===== src/rtl/dmem_arb_pkg.sv =====
`default_nettype none
// ============================================================================
//  Module      : dmem_arb_pkg
//  Description : Shared types and constants for the data-memory arbiter.
//                FSM state encoding, owner codes and the starvation counter
//                width.
//  Revision    : 1.0  initial release
// ============================================================================
package dmem_arb_pkg;

    typedef enum logic [1:0] {
        ST_IDLE   = 2'd0,
        ST_ACCESS = 2'd1,
        ST_RESP   = 2'd2
    } state_t;

    typedef enum logic {
        OWN_CPU = 1'b0,
        OWN_EXT = 1'b1
    } owner_t;

    // Width of the starvation counter; holds any MAX_WAIT in 1..15.
    localparam int unsigned c_wait_w = 4;

endpackage : dmem_arb_pkg
`default_nettype wire


===== src/rtl/dmem_arbiter_if.sv =====
`default_nettype none
// ============================================================================
//  Module      : dmem_arbiter_if
//  Description : Bundle of the CPU port (C), the external loader/debug port
//                (E) and the data-memory port around dmem_arbiter.
//                  master : arbiter view (takes requests, drives acks, read
//                           data, stall, busy and the memory address/data/we)
//                  slave  : environment view (requesters and memory)
//  Ports       : cpu_req/we/addr/wdata -> cpu_ack/rdata/stall
//                ext_req/we/addr/wdata -> ext_ack/rdata
//                mem_addr/wdata/we     <- mem_rdata, busy
//  Revision    : 1.0  initial release
// ============================================================================
interface dmem_arbiter_if #(
    parameter int AW = 32,
    parameter int DW = 32
);
    logic          cpu_req;
    logic          cpu_we;
    logic [AW-1:0] cpu_addr;
    logic [DW-1:0] cpu_wdata;
    logic          cpu_ack;
    logic [DW-1:0] cpu_rdata;
    logic          cpu_stall;

    logic          ext_req;
    logic          ext_we;
    logic [AW-1:0] ext_addr;
    logic [DW-1:0] ext_wdata;
    logic          ext_ack;
    logic [DW-1:0] ext_rdata;

    logic [AW-1:0] mem_addr;
    logic [DW-1:0] mem_wdata;
    logic          mem_we;
    logic [DW-1:0] mem_rdata;

    logic          busy;

    modport master (
        input  cpu_req, cpu_we, cpu_addr, cpu_wdata,
        output cpu_ack, cpu_rdata, cpu_stall,
        input  ext_req, ext_we, ext_addr, ext_wdata,
        output ext_ack, ext_rdata,
        output mem_addr, mem_wdata, mem_we,
        input  mem_rdata,
        output busy
    );

    modport slave (
        output cpu_req, cpu_we, cpu_addr, cpu_wdata,
        input  cpu_ack, cpu_rdata, cpu_stall,
        output ext_req, ext_we, ext_addr, ext_wdata,
        input  ext_ack, ext_rdata,
        input  mem_addr, mem_wdata, mem_we,
        output mem_rdata,
        input  busy
    );

endinterface : dmem_arbiter_if
`default_nettype wire


===== src/rtl/dmem_arbiter_arb_select.sv =====
`default_nettype none
// ============================================================================
//  Module      : arb_select
//  Description : Winner selection for the data-memory arbiter. CPU has fixed
//                priority, but once it has won MAX_WAIT times in a row while
//                E was waiting, E is forced through on the next pick.
//  Ports       : clk, rst       clock, async active-high reset
//                i_cpu_req      CPU request
//                i_ext_req      external request
//                i_pick         a winner is being latched this cycle
//                o_pick_ext     1 = E wins, 0 = C wins (valid with i_pick)
//  Revision    : 1.0  initial release
// ============================================================================
module arb_select
    import dmem_arb_pkg::*;
#(
    parameter int unsigned MAX_WAIT = 4   // legal range 1..15
) (
    input  wire logic clk,
    input  wire logic rst,
    input  wire logic i_cpu_req,
    input  wire logic i_ext_req,
    input  wire logic i_pick,
    output logic      o_pick_ext
);

    localparam logic [c_wait_w-1:0] c_max_wait = c_wait_w'(MAX_WAIT);

    // Consecutive CPU wins taken while E was pending.
    logic [c_wait_w-1:0] r_wait_cnt;

    // E wins when it is alone, or when it has been passed over MAX_WAIT times.
    always_comb begin
        o_pick_ext = i_ext_req && (!i_cpu_req || (r_wait_cnt == c_max_wait));
    end

    always_ff @(posedge clk or posedge rst) begin
        if (rst) begin
            r_wait_cnt <= '0;
        end else if (i_pick) begin
            if (o_pick_ext) begin
                r_wait_cnt <= '0;
            end else if (i_ext_req && (r_wait_cnt != c_max_wait)) begin
                r_wait_cnt <= r_wait_cnt + 1'b1;
            end
        end
    end

endmodule : arb_select
`default_nettype wire


===== src/rtl/dmem_arbiter.sv =====
`default_nettype none
// ============================================================================
//  Module      : dmem_arbiter
//  Description : Shares one data-memory port between the CPU load/store path
//                (C) and an external loader/debug port (E). A 3-state FSM
//                (IDLE -> ACCESS -> RESP) latches the winner's request,
//                performs the memory access and returns a one-cycle ack with
//                registered read data.
//  Ports       : clk  clock (rising edge)
//                rst  asynchronous active-high reset
//                bus  dmem_arbiter_if.master: C/E request ports, memory port,
//                     cpu_stall and busy
//  Revision    : 1.0  initial release
// ============================================================================
module dmem_arbiter
    import dmem_arb_pkg::*;
#(
    parameter int          AW       = 32,
    parameter int          DW       = 32,
    parameter int unsigned MAX_WAIT = 4
) (
    input  wire logic       clk,
    input  wire logic       rst,
    dmem_arbiter_if.master  bus
);

    state_t        r_state;
    state_t        w_state_next;
    owner_t        r_owner;
    logic          r_we;
    logic [AW-1:0] r_addr;
    logic [DW-1:0] r_wdata;
    logic [DW-1:0] r_cpu_rdata;
    logic [DW-1:0] r_ext_rdata;

    logic          w_pick;
    logic          w_pick_ext;
    logic          w_mem_we;
    logic          w_cpu_ack;
    logic          w_ext_ack;
    logic          w_busy;

    // A new access is accepted only from IDLE.
    assign w_pick = (r_state == ST_IDLE) && (bus.cpu_req || bus.ext_req);

    arb_select #(
        .MAX_WAIT (MAX_WAIT)
    ) u_sel (
        .clk        (clk),
        .rst        (rst),
        .i_cpu_req  (bus.cpu_req),
        .i_ext_req  (bus.ext_req),
        .i_pick     (w_pick),
        .o_pick_ext (w_pick_ext)
    );

    // ---------------------------------------------------------------- FSM
    always_ff @(posedge clk or posedge rst) begin
        if (rst) begin
            r_state <= ST_IDLE;
        end else begin
            r_state <= w_state_next;
        end
    end

    always_comb begin
        w_state_next = r_state;
        w_mem_we     = 1'b0;
        w_cpu_ack    = 1'b0;
        w_ext_ack    = 1'b0;
        w_busy       = 1'b1;
        case (r_state)
            ST_IDLE: begin
                w_busy = 1'b0;
                if (w_pick) begin
                    w_state_next = ST_ACCESS;
                end
            end
            ST_ACCESS: begin
                w_mem_we     = r_we;
                w_state_next = ST_RESP;
            end
            ST_RESP: begin
                w_cpu_ack    = (r_owner == OWN_CPU);
                w_ext_ack    = (r_owner == OWN_EXT);
                w_state_next = ST_IDLE;
            end
            default: begin
                w_state_next = ST_IDLE;
            end
        endcase
    end

    // ----------------------------------------------------------- datapath
    // The request payload is sampled only on the IDLE pick edge; later
    // changes on the requester side have no effect on the access in flight.
    always_ff @(posedge clk or posedge rst) begin
        if (rst) begin
            r_owner     <= OWN_CPU;
            r_we        <= 1'b0;
            r_addr      <= '0;
            r_wdata     <= '0;
            r_cpu_rdata <= '0;
            r_ext_rdata <= '0;
        end else begin
            if (w_pick) begin
                if (w_pick_ext) begin
                    r_owner <= OWN_EXT;
                    r_addr  <= bus.ext_addr;
                    r_wdata <= bus.ext_wdata;
                    r_we    <= bus.ext_we;
                end else begin
                    r_owner <= OWN_CPU;
                    r_addr  <= bus.cpu_addr;
                    r_wdata <= bus.cpu_wdata;
                    r_we    <= bus.cpu_we;
                end
            end
            // Loads capture into the owner's register only; writes leave
            // both read-data registers untouched.
            if ((r_state == ST_ACCESS) && !r_we) begin
                if (r_owner == OWN_CPU) begin
                    r_cpu_rdata <= bus.mem_rdata;
                end else begin
                    r_ext_rdata <= bus.mem_rdata;
                end
            end
        end
    end

    assign bus.mem_addr  = r_addr;
    assign bus.mem_wdata = r_wdata;
    assign bus.mem_we    = w_mem_we;
    assign bus.cpu_ack   = w_cpu_ack;
    assign bus.ext_ack   = w_ext_ack;
    assign bus.cpu_rdata = r_cpu_rdata;
    assign bus.ext_rdata = r_ext_rdata;
    assign bus.busy      = w_busy;
    // Stall from the request cycle until the ack cycle, where the CPU moves on.
    assign bus.cpu_stall = bus.cpu_req & ~w_cpu_ack;

endmodule : dmem_arbiter
`default_nettype wire

===== src/flat_wrapper.sv =====
// flat-port wrapper written by rule: the top's interface ports become plain ports
module dmem_arbiter_flat import dmem_arb_pkg::*;
#(
    parameter int          AW       = 32,
    parameter int          DW       = 32,
    parameter int unsigned MAX_WAIT = 4
)
  (clk, rst, bus_cpu_req, bus_cpu_we, bus_cpu_addr, bus_cpu_wdata, bus_cpu_ack, bus_cpu_rdata, bus_cpu_stall, bus_ext_req, bus_ext_we, bus_ext_addr, bus_ext_wdata, bus_ext_ack, bus_ext_rdata, bus_mem_addr, bus_mem_wdata, bus_mem_we, bus_mem_rdata, bus_busy);
  dmem_arbiter_if #(.AW(AW), .DW(DW)) bus_i ();
  input  wire logic clk;
  input  wire logic rst;
  input wire logic [$bits(bus_i.cpu_req)-1:0] bus_cpu_req;
  input wire logic [$bits(bus_i.cpu_we)-1:0] bus_cpu_we;
  input wire logic [$bits(bus_i.cpu_addr)-1:0] bus_cpu_addr;
  input wire logic [$bits(bus_i.cpu_wdata)-1:0] bus_cpu_wdata;
  output wire logic [$bits(bus_i.cpu_ack)-1:0] bus_cpu_ack;
  output wire logic [$bits(bus_i.cpu_rdata)-1:0] bus_cpu_rdata;
  output wire logic [$bits(bus_i.cpu_stall)-1:0] bus_cpu_stall;
  input wire logic [$bits(bus_i.ext_req)-1:0] bus_ext_req;
  input wire logic [$bits(bus_i.ext_we)-1:0] bus_ext_we;
  input wire logic [$bits(bus_i.ext_addr)-1:0] bus_ext_addr;
  input wire logic [$bits(bus_i.ext_wdata)-1:0] bus_ext_wdata;
  output wire logic [$bits(bus_i.ext_ack)-1:0] bus_ext_ack;
  output wire logic [$bits(bus_i.ext_rdata)-1:0] bus_ext_rdata;
  output wire logic [$bits(bus_i.mem_addr)-1:0] bus_mem_addr;
  output wire logic [$bits(bus_i.mem_wdata)-1:0] bus_mem_wdata;
  output wire logic [$bits(bus_i.mem_we)-1:0] bus_mem_we;
  input wire logic [$bits(bus_i.mem_rdata)-1:0] bus_mem_rdata;
  output wire logic [$bits(bus_i.busy)-1:0] bus_busy;
  assign bus_i.cpu_req = bus_cpu_req;
  assign bus_i.cpu_we = bus_cpu_we;
  assign bus_i.cpu_addr = bus_cpu_addr;
  assign bus_i.cpu_wdata = bus_cpu_wdata;
  assign bus_cpu_ack = bus_i.cpu_ack;
  assign bus_cpu_rdata = bus_i.cpu_rdata;
  assign bus_cpu_stall = bus_i.cpu_stall;
  assign bus_i.ext_req = bus_ext_req;
  assign bus_i.ext_we = bus_ext_we;
  assign bus_i.ext_addr = bus_ext_addr;
  assign bus_i.ext_wdata = bus_ext_wdata;
  assign bus_ext_ack = bus_i.ext_ack;
  assign bus_ext_rdata = bus_i.ext_rdata;
  assign bus_mem_addr = bus_i.mem_addr;
  assign bus_mem_wdata = bus_i.mem_wdata;
  assign bus_mem_we = bus_i.mem_we;
  assign bus_i.mem_rdata = bus_mem_rdata;
  assign bus_busy = bus_i.busy;
  dmem_arbiter #(.AW(AW), .DW(DW), .MAX_WAIT(MAX_WAIT)) u_core (.clk(clk), .rst(rst), .bus(bus_i));
endmodule

===== config.mk =====
export PLATFORM = sky130hd
export DESIGN_NAME = dmem_arbiter_flat
export DESIGN_NICKNAME = d
export VERILOG_FILES = /design/src/rtl/dmem_arb_pkg.sv /design/src/rtl/dmem_arbiter_if.sv /design/src/rtl/dmem_arbiter_arb_select.sv /design/src/rtl/dmem_arbiter.sv /design/src/flat_wrapper.sv
export SDC_FILE = /design/constraint.sdc
export NUM_CORES = 1
export LEC_CHECK = 0
export BUFFER_PORTS_ARGS = -buffer_cell sky130_fd_sc_hd__buf_4
export CAP_MARGIN = 25
export CORE_MARGIN = 10
export CORE_UTILIZATION = 50
export CTS_CLUSTER_SIZE = 30
export DETAILED_ROUTE_END_ITERATION = 8
export GPL_TIMING_DRIVEN = 0
export PLACE_DENSITY = 0.83
export SLEW_MARGIN = 20
export SYNTH_ARGS = -nofsm -noshare
export SYNTH_HDL_FRONTEND = slang
export SYNTH_SLANG_ARGS = --single-unit

===== constraint.sdc =====
create_clock -name clk -period 6.89 [get_ports clk]
set_input_delay 1.378 -clock clk [delete_from_list [all_inputs] [get_ports clk]]
set_output_delay 1.378 -clock clk [all_outputs]
set_load 0.03 [all_outputs]

==> flow_results.org, run 1 <==
** Run status
- The run finished with clean final reports.

** Critical path
- Endpoint kind of the worst setup timing path :: primary output
- The critical path is of the reg2out type.
- Reg2reg end :: u_core.bus.mem_wdata[6]
- Max FO, Critical Path :: 10
- On the critical path, the stage with the largest delay is an instance of sky130_fd_sc_hd__dfrtp_1.
- Most frequent cell on the critical path :: sky130_fd_sc_hd__buf_4
- In this design, the stage delay of the slowest critical-path cell is roughly 450 ps.
- The setup check on the worst reg-to-reg path leaves a slack of about 4900 ps.
- The number of buffers and inverters on the critical path is 4.
- Startpoint type of the worst setup path :: flip-flop
- Length in cells of the worst reg-to-reg path :: 7
- At the worst endpoint, the arrival time is ~2000 ps.
- The cell family contributing the most delay on the critical path is buffers and inverters.
- Crit-path cells :: nor2_2 > buf_4 > clkbuf_1 > inv_1 > buf_4
- At the worst endpoint, the required time is around 5500 ps.
- Critical register-to-register path startpoint :: u_core.u_sel.r_wait_cnt[0]

** Detailed routing
- Number of antenna-violating nets in the routed design :: 0
- Total via count in the routed design :: 6,034
- DRC violations left :: 0
- Drt initial violations :: 319
- Pre-antenna DRT Iters :: 5
- Dividing the detail-routed via count by the number of cells gives 5.75.
- WL per Instance :: approximately 22 um
- Total wirelength of the detailed-routed design :: 23,300 um

** Clock network
- TritonCTS built the clock tree.
- After clock tree synthesis, the flow added hold-fix buffers numbering 0.
- Number of gates given a new drive strength after cts :: 0
- The longest clock path from root to sink contains 2 buffers.
- Root Driver :: sky130_fd_sc_hd__clkbuf_16
- In this run, CTS created clock tree buffers numbering 17.
- CTS HTree Levels :: 4
- Sink Count :: around 140
- Clock-pin slew was measured on the worst setup and hold paths at around 60 ps.
- Clock latency on the worst-skew pair, taken at its later pin, is between 400 and 500 ps.
- Post-CTS Repair Setup Buffers :: 0

** Global routing
- The via count of the first global-routing pass came to 6,371.
- Global Route Usage Sum :: 0.261
- Antenna violations before repair :: 0
- Global-route wire length before repair :: ~36,000 um
- Entering global routing, the biggest net connects ~110 pins.
- Global routing finished with a remaining overflow of 0.

** Pwr
- Fraction of power spent switching nets :: 0.446
- Total power :: 0.00500 W
- Net switching component of the power :: 0.00223 W
- The worst-case IR drop observed on VDD is roughly 0.25 mV.
- The share of total power dissipated in the clock network is 0.175.
- Relative contribution of combinational cells to total power :: 0.534
- The internal portion of the total power is approximately 0.0028 W.
- Static Leakage :: between 4 and 5 nW
- Share of total power in sequential cells :: 0.291
- Ratio of total power to cell area :: 541 nW/um2

** Logic synthesis
- The synthesized design spends more area on one cell type than any other, namely sky130_fd_sc_hd__dfrtp_1.
- Post-synthesis cell count :: between 500 and 600
- Share of the yosys chip area belonging to registers :: 0.548
- Register bit count reported by yosys :: 136
- Avg Synthesized Cell Area :: 11.2 um2
- The netlist uses 32 different library cells.
- The synthesized netlist occupies a cell area of 6210 um2.
- Syn nets :: around 720
- After synthesis, the cell types taking the most area are sky130_fd_sc_hd__dfrtp_1 (55%), sky130_fd_sc_hd__mux2_2 (11%), sky130_fd_sc_hd__o221ai_1 (9.2%).
- Yosys printed 0 warnings.
- The share of synthesized area in the top cell type comes to 0.548.

** Placement
- After legalization and detailed placement, the total HPWL measured 18,000 um.
- Worst slack at placement :: 3570 ps
- At the end of routability-driven placement, the weighted congestion stood at 0.913.
- Count of input and output buffers :: 297

** Cells and area
- After filler insertion, the fill cell instance count of the layout stands at a little over 800.
- Area growth, synth to finish :: 49.0%
- Number of nets in the finished design :: about 1,000
- In the final layout, the multi-input gates occupy 2250 um2.
- Inserted Diodes :: 0
- The library cell used most frequently in the layout, excluding fill and tap cells, is sky130_fd_sc_hd__buf_4.
- Summing all flip-flop and latch instances after layout gives approximately 3400 um2.
- Of the cells placed in the final design, the portion with a size suffix greater than 1 is 0.474.
- Core Util, Final :: 0.764
- Top library cells by usage in the layout, fill and taps aside :: sky130_fd_sc_hd__buf_4 (299), sky130_fd_sc_hd__dfrtp_1 (136), sky130_fd_sc_hd__inv_1 (70)

** Timing
- Setup_tns :: 0 ps
- The worst path meets setup with ~3500 ps of slack.
- Of the available clock period, the critical path in the final layout requires 0.494.
- At the pin with the least slew margin, the transition time is about 680 ps.
- Max Freq :: a little under 0.3 GHz
- Fin. max-slew vios :: 0
- Final Hold Viols :: 0
- Setup Skew :: around 4.8 ps
- Headroom to the max-slew limit came out at 0.548.
- Crit path time final :: roughly 3400 ps
- Setup violations remaining at the end of the flow were counted as 0.
- Setup repair after global routing left no endpoint under its margin.

** Floorplan
- Placeable core area :: around 12,000 um2
- The die covers about 17,000 um2.
- The floorplan step set the die width to 131 um.
- From bottom edge to top edge, the die measures roughly 130 um.
- Io pins :: 299
- Core Rows :: 40
- For this configuration, the core starts out at a cell density of 0.513.

** Min path
- Endpoint of the worst hold path :: u_core.bus.ext_rdata[1]
- Startpoint of the worst hold path :: u_core.bus.ext_rdata[1]
- Hold/Removal Path Class :: reg2reg
- Counting instances, the worst hold path has a depth of 1.

** Run
- Across the run, the number of max-cap violations was 0.
-- cell type report --
type                       instances  area share
tap                              168      0.0227
timing repair buffer             298       0.244
multi-input combinational        289       0.243
buffer                            57      0.0312
clock inverter                    12      0.0138
inverter                          72      0.0300
sequential                       136       0.368
clock buffer                      18      0.0475
-- Yosys cell counts --
master / instances
sky130_fd_sc_hd__a22o_1: 1
sky130_fd_sc_hd__and2_1: 1
sky130_fd_sc_hd__and3_1: 1
sky130_fd_sc_hd__and3b_1: 2
sky130_fd_sc_hd__buf_1: 4
sky130_fd_sc_hd__buf_2: 18
sky130_fd_sc_hd__buf_4: 2
sky130_fd_sc_hd__buf_6: 6
sky130_fd_sc_hd__clkbuf_1: 27
sky130_fd_sc_hd__dfrtp_1: 136
sky130_fd_sc_hd__ha_1: 2
sky130_fd_sc_hd__inv_1: 71
sky130_fd_sc_hd__inv_2: 1
sky130_fd_sc_hd__mux2_1: 6
sky130_fd_sc_hd__mux2_2: 58
sky130_fd_sc_hd__nand2_1: 4
sky130_fd_sc_hd__nand2b_1: 1
sky130_fd_sc_hd__nand3_1: 65
sky130_fd_sc_hd__nand4_1: 67
sky130_fd_sc_hd__nand4b_1: 1
sky130_fd_sc_hd__nor2_1: 1
sky130_fd_sc_hd__nor2_2: 1
sky130_fd_sc_hd__nor2b_4: 1
sky130_fd_sc_hd__nor3b_1: 2
sky130_fd_sc_hd__nor3b_4: 1
sky130_fd_sc_hd__o21ai_0: 2
sky130_fd_sc_hd__o221ai_1: 65
sky130_fd_sc_hd__o22ai_1: 1
sky130_fd_sc_hd__o311ai_0: 3
sky130_fd_sc_hd__or2_1: 1
sky130_fd_sc_hd__or3b_2: 1
sky130_fd_sc_hd__or4_1: 1
-- power by group through the flow --
stage | logic (W) | registers (W) | clock network (W)
floorplan | 0.000930 | 0.00214 | 0
global placement | 0.00262 | 0.00143 | 0
detailed placement | 0.00268 | 0.00146 | 0
CTS | 0.00269 | 0.00145 | 0.000885
global route | 0.00284 | 0.00150 | 0.000926
finish | 0.00267 | 0.00146 | 0.000873
-- kinds of logic after synthesis --
group | share of synthesized area
AO/OA/AOI/OAI | 0.0999
adder cells (fa/ha/maj) | 0.00403
buffers and inverters | 0.0900
flip-flops | 0.548
multiplexers | 0.116
AND/OR/NAND/NOR | 0.142
-- flip-flops by register name (all words and copies together) (netlist names) --
| name | cells |
|---|---|
| u_core.bus.cpu_rdata | 32 |
| u_core.bus.ext_rdata | 32 |
| u_core.bus.mem_addr | 32 |
| u_core.bus.mem_wdata | 32 |
| u_core.u_sel.r_wait_cnt | 4 |
| u_core.r_state | 2 |
| u_core.r_owner | 1 |
| u_core.r_we | 1 |
-- worst max path at each step --
stage	from	endpoint	slack, ps	depth (start not counted)
2_1_floorplan	rst	u_core.bus.cpu_rdata[0]	1870	1
3_3_place_gp	rst	u_core.bus.mem_wdata[14]	490	2
3_5_place_dp	bus_cpu_req	bus_cpu_stall	3570	4
4_1_cts	u_core.r_state[1]	bus_busy	3480	5
5_1_grt	u_core.r_state[0]	bus_busy	3350	5
6_report	u_core.r_state[0]	bus_busy	3490	5
-- metal layers --
| metal | vias up | GRT usage | part of all wire |
|---|---|---|---|
| met4 | 0 | 0.0989 | 0.030 |
| met1 | 2920 | 0.293 | 0.38 |
| met2 | 368 | 0.438 | 0.49 |
| li1 | 2696 | - | - |
| met3 | 50 | 0.101 | 0.10 |
| met5 | - | 0 | 0 |
-- stage by stage --
step                hold slack, ps  instance area (um2)  instances
CTS                            501                 9260       1050
floorplan                      499                 6210        554
global placement               469                 8650       1019
finish                         501                 9260       1050
detailed placement             488                 8690       1020
global route                   521                 9260       1050
(Power assumes the default switching activity.)
==> run 2, diff against run 1 <==
- CORE_UTILIZATION: 50 -> 47
- PLACE_DENSITY: 0.83 -> 0.78
- clock period: 6.89 -> 3.2 ns (I/O delays scaled with it)
==> run 2 against run 1 <==
Combinational power is 120% higher. Setup slack worse by 3000 ps. Routed wire length is 0.38% lower. Critical path depth stayed put. Design area is 0.93% higher. Final cell count is 0.86% higher. Total power is 120% higher.
==> flow_results.org, run 2 (same netlist as run 1, synthesis figures left out) <==
** Cells and area
- The share of the core filled with cells came to 0.731 (was 0.764).
- Leading cell type in the layout, fill and taps excluded :: sky130_fd_sc_hd__buf_4 (unchanged)
- Post-layout instance count excluding filler cells :: 1,059 (was 1,050)
- Number of nets in the finished design :: 1,042 (was 1,039)
- Top library cells by usage in the layout, fill and taps aside :: sky130_fd_sc_hd__buf_4 (299), sky130_fd_sc_hd__dfrtp_1 (136), sky130_fd_sc_hd__inv_1 (70) (unchanged)
- Ratio of cells with drive above 1 in the final layout :: 0.475 (was 0.474)
- Area used by sequential logic in the layout :: 3400 um2 (unchanged)
- Area used by multi-input combinational logic :: 2250 um2 (unchanged)
- Area growth, synth to finish :: 50.3% (was 49.0%)
- The number of fill cells came to 967 (was 811).

** Detailed routing
- The average wire length per cell after detail routing is 21.9 um (was 22.1 um).
- Total via count in the routed design :: 5,957 (was 6,034)
- The post-detailed-route count of antenna-violating nets is 0 (unchanged).
- The detail-routed via count per cell was 5.63 (was 5.75).
- The DRC violation count after routing is 0 (unchanged).
- Pre-antenna DRT Iters :: 5 (unchanged)
- The detailed-route wire length was 23,200 um (was 23,300 um).
- The violation count after the first detailed-route iteration was 340 (was 319).

** Global routing
- Global-route wire length before repair :: 35,900 um (about the same)
- Via count of the first global-routing pass :: 6,510 (was 6,371)
- Fraction of met3 tracks used by global routing :: 0.113 (was 0.101)
- Met2 global-route usage :: 0.409 (was 0.438)
- Antenna violations before repair :: 1 (was 0)
- Largest net degree at the start of global routing :: 37 (was 111)
- The busiest layer in global routing is met2 (unchanged).
- Remaining Overflow, GRT :: 0 (unchanged)
- Met1 Resource Use GR :: 0.269 (was 0.293)
- Global Route Usage Sum :: 0.250 (was 0.261)

** Clock network
- The H-tree level count came to 4 (unchanged).
- Worst-skew pair later-pin latency :: 420 ps (was 410 ps)
- The number of CTS-inserted buffers is 17 (unchanged).
- CTS tree :: yes (unchanged)
- The post-CTS resize count came to 0 (unchanged).
- The number of hold buffers added after CTS was 0 (unchanged).
- Clock-pin transition on the worst setup and hold timing paths :: 50 ps (was 60 ps)
- Root Driver :: sky130_fd_sc_hd__clkbuf_16 (unchanged)
- The count of clock tree sinks was 136 (unchanged).
- Post-CTS Repair Setup Buffers :: 0 (unchanged)
- Buffer levels on the longest clock path :: 2 (unchanged)

** Critical path
- Max FO, Critical Path :: 10 (unchanged)
- The path type of the worst setup path was reg2out (unchanged).
- The endpoint class of the critical path is a primary output (unchanged).
- Register-to-register setup slack :: 1210 ps (was 4920 ps)
- Worst Path Required :: 2560 ps (was 5510 ps)
- The arrival time at the worst endpoint is 2050 ps (was 2020 ps).
- The critical path startpoint category was a flip-flop (unchanged).
- The reg-to-reg critical path startpoint is u_core.u_sel.r_wait_cnt[0] (unchanged).
- The number of cell instances on the worst register-to-register path came to 7 (unchanged).
- Reg2reg end :: u_core.bus.mem_wdata[1] (was u_core.bus.mem_wdata[6])

** Timing
- Counting I/O delays and the setup requirement, the final critical path takes approximately 2700 ps.
- The max-slew headroom at the worst pin came to 0.562 (was 0.548).
- Final worst-path setup slack :: 506 ps (was 3490 ps)
- Static timing analysis puts the maximum clock frequency at about 0.37 GHz.
- The setup violation total in the final timing report is 0 (unchanged).
- The hold violation total from the final report came to 0 (unchanged).
- Of the available clock period, the critical path in the final layout requires 0.842.
- Slew at the pin closest to its max-slew limit :: 655 ps (was 676 ps)
- Setup repair after global routing missed its margin: no (unchanged).
- Setup Skew :: 11.1 ps (was 4.77 ps)
- The number of max-slew violations in the final report is 0 (unchanged).
- The final setup TNS came to 0 ps (unchanged).

** Floorplan
- The starting utilization of the core area is 0.486 (was 0.513).
- The area of the placeable core is 12,800 um2 (was 12,100 um2).
- Core Rows :: 41 (was 40)
- The die boundary width is 135 um (was 131 um).
- Io pins :: 299 (unchanged)
- The area of the die was 18,200 um2 (was 17,300 um2).
- Vertical die dimension :: 135 um (was 131 um)

** Run
- Maximum capacitance violations :: 0 (unchanged)

** Pwr
- Total power :: 0.0108 W (was 0.00500 W)
- Worst vdd ir :: 0.628 mV (was 0.253 mV)
- Static Leakage :: 4.48 nW (was 4.44 nW)
- The power density over the cells came to 1160 nW/um2 (was 541 nW/um2).

** Placement
- Final weighted congestion in routability-driven placement :: 0.897 (was 0.913)
- Worst slack at placement :: 964 ps (was 3570 ps)
- The placed wire-length estimate after detailed placement is 18,400 um (was 18,000 um).
- Count of input and output buffers :: 297 (unchanged)
- Instance count after placement with tap cells included :: 1,027 (was 1,020)

** Min path
- The classification of the worst-slack hold path is in2async (was reg2reg).

** Run status
- Run status :: finished, final reports clean (unchanged)
-- run 2: cell count changes in the layout (fill, tap and decap cells not counted) --
cell,previous run,this run
sky130_fd_sc_hd__clkbuf_1,27,28
sky130_fd_sc_hd__clkbuf_8,1,3
sky130_fd_sc_hd__diode_2,0,1
sky130_fd_sc_hd__buf_12,0,3
sky130_fd_sc_hd__inv_8,1,0
sky130_fd_sc_hd__clkinv_2,4,2
sky130_fd_sc_hd__clkinv_4,0,1
-- run 2: metal layers --
layer	up-vias	part of all wire	routed length, um
li1	2704	-	-
met3	54	0.11	2590
met2	338	0.47	11000
met4	0	0.036	843
met1	2861	0.38	8730
met5	-	0	0
-- run 2: worst max-delay path, cell delays in order (launching register included) --
cell and delay (ps):
sky130_fd_sc_hd__dfrtp_1 440, sky130_fd_sc_hd__nor2_2 330, sky130_fd_sc_hd__buf_4 250, sky130_fd_sc_hd__clkbuf_1 350
sky130_fd_sc_hd__inv_1 80, sky130_fd_sc_hd__buf_4 180
-- run 2: stage by stage --
stage / hold WS (ps) / instance area, um2
6_report: 299 / 9340
5_1_grt: 320 / 9340
4_1_cts: 297 / 9340
3_5_place_dp: 477 / 8750
3_3_place_gp: 472 / 8660
2_1_floorplan: 499 / 6220
-- run 2: final cells by class --
class	instances	area share
sequential	136	0.364
timing repair buffer	301	0.248
multi-input combinational	289	0.241
clock buffer	21	0.0504
buffer	57	0.0309
inverter	72	0.0293
tap	172	0.0230
clock inverter	10	0.0127
antenna	1	0.000268
-- run 2: worst max path at each step --
stage | start | to | depth (start not counted)
after detailed placement | u_core.r_state[1] | bus_busy | 5
final | u_core.r_state[0] | bus_busy | 5
after global placement | rst | u_core.bus.mem_addr[15] | 2
after global routing | u_core.r_state[0] | bus_busy | 5
after CTS | u_core.r_state[1] | bus_busy | 5
after floorplan | rst | u_core.bus.cpu_rdata[0] | 1
-- run 2: power by group --
part / switching, W / internal [W] / total [W] / leakage, nW
combinational: 0.00353 / 0.00224 / 0.00577 / 2.54
clock: 0.000735 / 0.00121 / 0.00194 / 0.282
sequential: 0.000527 / 0.00258 / 0.00311 / 1.66
==> run 3, diff against run 2 <==
- CORE_UTILIZATION: 47 -> 42
- PLACE_DENSITY: 0.78 -> 0.74
- clock period: 3.2 -> 2.25 ns (I/O delays scaled with it)
==> run 3 against run 2 <==
Utilization is 8.4 points lower. First-iteration DRC count grew 11%. Final cell count grew 1.1%. Design area rose by 0.76%. Via count shrank 2.1%. Clock skew is 2.5 ps lower. Critical path type unchanged. Critical endpoint unchanged. Largest cell class unchanged. Highest routed layer unchanged.
==> flow_results.org, run 3 (same netlist as run 1, synthesis figures left out) <==
** Run status
- Run status: finished, final reports clean (unchanged).

** Critical path
- The arrival time at the worst endpoint was 1660 ps (was 2050 ps).
- Slowest stage delay, CP :: 460 ps (was 440 ps)
- The critical path startpoint category is a flip-flop (unchanged).
- Critical path class :: reg2out (unchanged)
- The required time of the worst setup path came to 1800 ps (was 2560 ps).
- The largest fanout of any net on the critical path is 19 (was 10).
- Endpoint kind of the worst setup timing path :: primary output (unchanged)
- The cell type with the highest occurrence count on the critical path is sky130_fd_sc_hd__buf_4 (unchanged).
- The slowest stage cell on the critical path is sky130_fd_sc_hd__dfrtp_1 (unchanged).
- Crit-path cells: nor2_2 > buf_4 > inv_1 > buf_4 (was nor2_2 > buf_4 > clkbuf_1 > inv_1 > buf_4).

** Min path
- The classification of the worst-slack hold path is in2async (unchanged).

** Timing
- Crit path time final :: between 2000 and 2500 ps
- Period Utilization, post-route :: 0.939
- The final setup skew was 8.61 ps (was 11.1 ps).
- Timing would allow up to about 0.47 GHz.
- The worst hold slack after final layout came to 78.1 ps (was 299 ps).
- The setup violation total in the final timing report came to 0 (unchanged).
- Fin. max-slew vios :: 0 (unchanged)
- Setup repair after global routing missed its margin :: no (unchanged)
- The least setup slack across all paths after layout came to 138 ps (was 506 ps).
- Slew at the pin closest to its max-slew limit :: 643 ps (was 655 ps)
- The max-slew headroom at the worst pin is 0.570 (was 0.562).
- The hold violation total from the final report is 0 (unchanged).

** Floorplan
- Vertical die dimension :: 142 um (was 135 um)
- The starting utilization of the core area was 0.428 (was 0.486).
- The number of rows created at floorplan came to 44 (was 41).
- Placeable core area :: 14,500 um2 (was 12,800 um2)
- The die boundary width is 142 um (was 135 um).
- Io pins :: 299 (unchanged)
- The area of the die came to 20,100 um2 (was 18,200 um2).

** Placement
- Count of input and output buffers :: 297 (unchanged)
- Final weighted congestion in routability-driven placement :: 0.855 (was 0.897)
- The count of placed standard cells including taps was 1,040 (was 1,027).
- The placed wire-length estimate after detailed placement came to 18,000 um (was 18,400 um).
- Worst slack at placement :: 221 ps (was 964 ps)

** Pwr
- The post-route total power is 0.0155 W (was 0.0108 W).
- The reported leakage power came to 4.51 nW (was 4.48 nW).
- Fraction of power spent switching nets :: 0.434 (was 0.443)
- The highest ir drop seen on vdd was 1.03 mV (was 0.628 mV).
- The clock share of power is 0.192 (was 0.180).
- Share of total power in sequential cells :: 0.283 (was 0.287)
- Internal power :: 0.00877 W (was 0.00602 W)
- Relative contribution of combinational cells to total power :: 0.525 (was 0.533)
- The power density over the cells came to 1650 nW/um2 (was 1160 nW/um2).
- Net switching component of the power :: 0.00673 W (was 0.00479 W)

** Detailed routing
- The violation count after the first detailed-route iteration was 378 (was 340).
- The number of iterations in the first detailed-routing pass is 5 (unchanged).
- Metal-1 WL :: 8450 um (was 8730 um)
- Highest metal layer with signal wires :: met4 (unchanged)
- The wire length on met3 is 2900 um (was 2590 um).
- Total wirelength of the detailed-routed design :: 22,600 um (was 23,200 um)
- WL per Instance :: 21.1 um (was 21.9 um)
- The post-detailed-route count of antenna-violating nets came to 0 (unchanged).
- The DRC violation count after routing came to 0 (unchanged).
- Total via count in the routed design :: 5,831 (was 5,957)
- The detail-routed via count per cell is 5.44 (was 5.63).
- The total length of routed met2 wires came to 11,000 um (about the same).

** Cells and area
- Core Util, Final :: 0.648 (was 0.731)
- The number of inserted diodes was 0 (was 1).
- Area growth, synth to finish :: 51.5% (was 50.3%)
- Leading cell type in the layout, fill and taps excluded :: sky130_fd_sc_hd__buf_4 (unchanged)
- Top library cells by usage in the layout, fill and taps aside :: sky130_fd_sc_hd__buf_4 (299), sky130_fd_sc_hd__dfrtp_1 (136), sky130_fd_sc_hd__inv_1 (70) (unchanged)
- The number of nets in the layout came to 1,042 (unchanged).
- Ratio of cells with drive above 1 in the final layout :: 0.475 (about the same)
- Post-layout instance count excluding filler cells :: 1,071 (was 1,059)

** Clock network
- The clock-pin slew reported for the worst setup and hold paths after clock tree synthesis was 60 ps (was 50 ps).
- CTS HTree Levels :: 4 (unchanged)
- The master cell of the clock root buffer is sky130_fd_sc_hd__clkbuf_16 (unchanged).
- The later-pin clock latency in the skew report came to 410 ps (was 420 ps).
- CTS tree :: yes (unchanged)
- The count of clock tree sinks came to 136 (unchanged).
- Clock buffer count from CTS :: 17 (unchanged)
- The maximum buffer depth of the clock tree is 2 (unchanged).

** Global routing
- Largest net degree at the start of global routing :: 32 (was 37)
- The global-route usage over all layers is 0.218 (was 0.250).
- Antenna violations before repair :: 0 (was 1)
- The global-route wire length before repair is 34,300 um (was 35,900 um).
- Via count of the first global-routing pass :: 5,945 (was 6,510)
- Remaining Overflow, GRT :: 0 (unchanged)

** Run
- The number of violations of the max-capacitance limit is 0 (unchanged).
run 3: layout make-up:
| class | count | area [um2] |
|---|---|---|
| clock inverters | 10 | 168 |
| multi-input cells | 289 | 2250 |
| inverters | 72 | 274 |
| clock buffers | 22 | 464 |
| repair buffers | 302 | 2340 |
| flip-flops and latches | 136 | 3400 |
| plain buffers | 56 | 285 |
| well taps | 184 | 230 |
| fillers | 1235 | 5120 |
run 3: critical path, delay by kind of cell (launching register included):
family	cells	cell delay, ps
buffers and inverters	3	530
and+or+nand+nor	1	260
DFF	1	460
run 3: layer usage:
layer,track usage,up-vias
met5,0,-
met4,0.0592,0
met3,0.113,21
met2,0.357,296
met1,0.243,2817
li1,-,2697
run 3: final timing paths:
check / from / to / slack [ps] / cells after the start
hold reg to reg: u_core.bus.ext_rdata[5] / u_core.bus.ext_rdata[5] / 490 / 1
setup / recovery: u_core.r_state[1] / bus_busy / 140 / 4
setup reg to reg: u_core.u_sel.r_wait_cnt[0] / u_core.bus.mem_wdata[31] / 370 / 7
hold / removal: rst / u_core.bus.ext_rdata[29] / 80 / 2
min in group clk: bus_mem_rdata[5] / u_core.bus.ext_rdata[5] / 270 / 2
max in group asynchronous: rst / u_core.bus.cpu_rdata[31] / 1280 / 5
run 3: through the flow:
stage                     area, um2  TNS, ps
after floorplan                6220        0
after global placement         8680  -110560
after detailed placement       8780        0
after CTS                      9410        0
after global routing           9410        0
final                          9410        0
run 3: power groups by stage:
| stage | Combinational (W) | Clock [W] | Sequential [W] |
|---|---|---|---|
| after detailed placement | 0.00824 | 0 | 0.00441 |
| final | 0.00814 | 0.00297 | 0.00438 |
| after floorplan | 0.00285 | 0 | 0.00655 |
| after global routing | 0.00872 | 0.00312 | 0.00451 |
| after global placement | 0.00816 | 0 | 0.00435 |
| after CTS | 0.00826 | 0.00300 | 0.00438 |
run 3: what timing repair did:
action	CTS	global route
hold buffers	0	0
buffers inserted	0	0
endpoints found under the setup margin	1	0
resized for setup	0	0
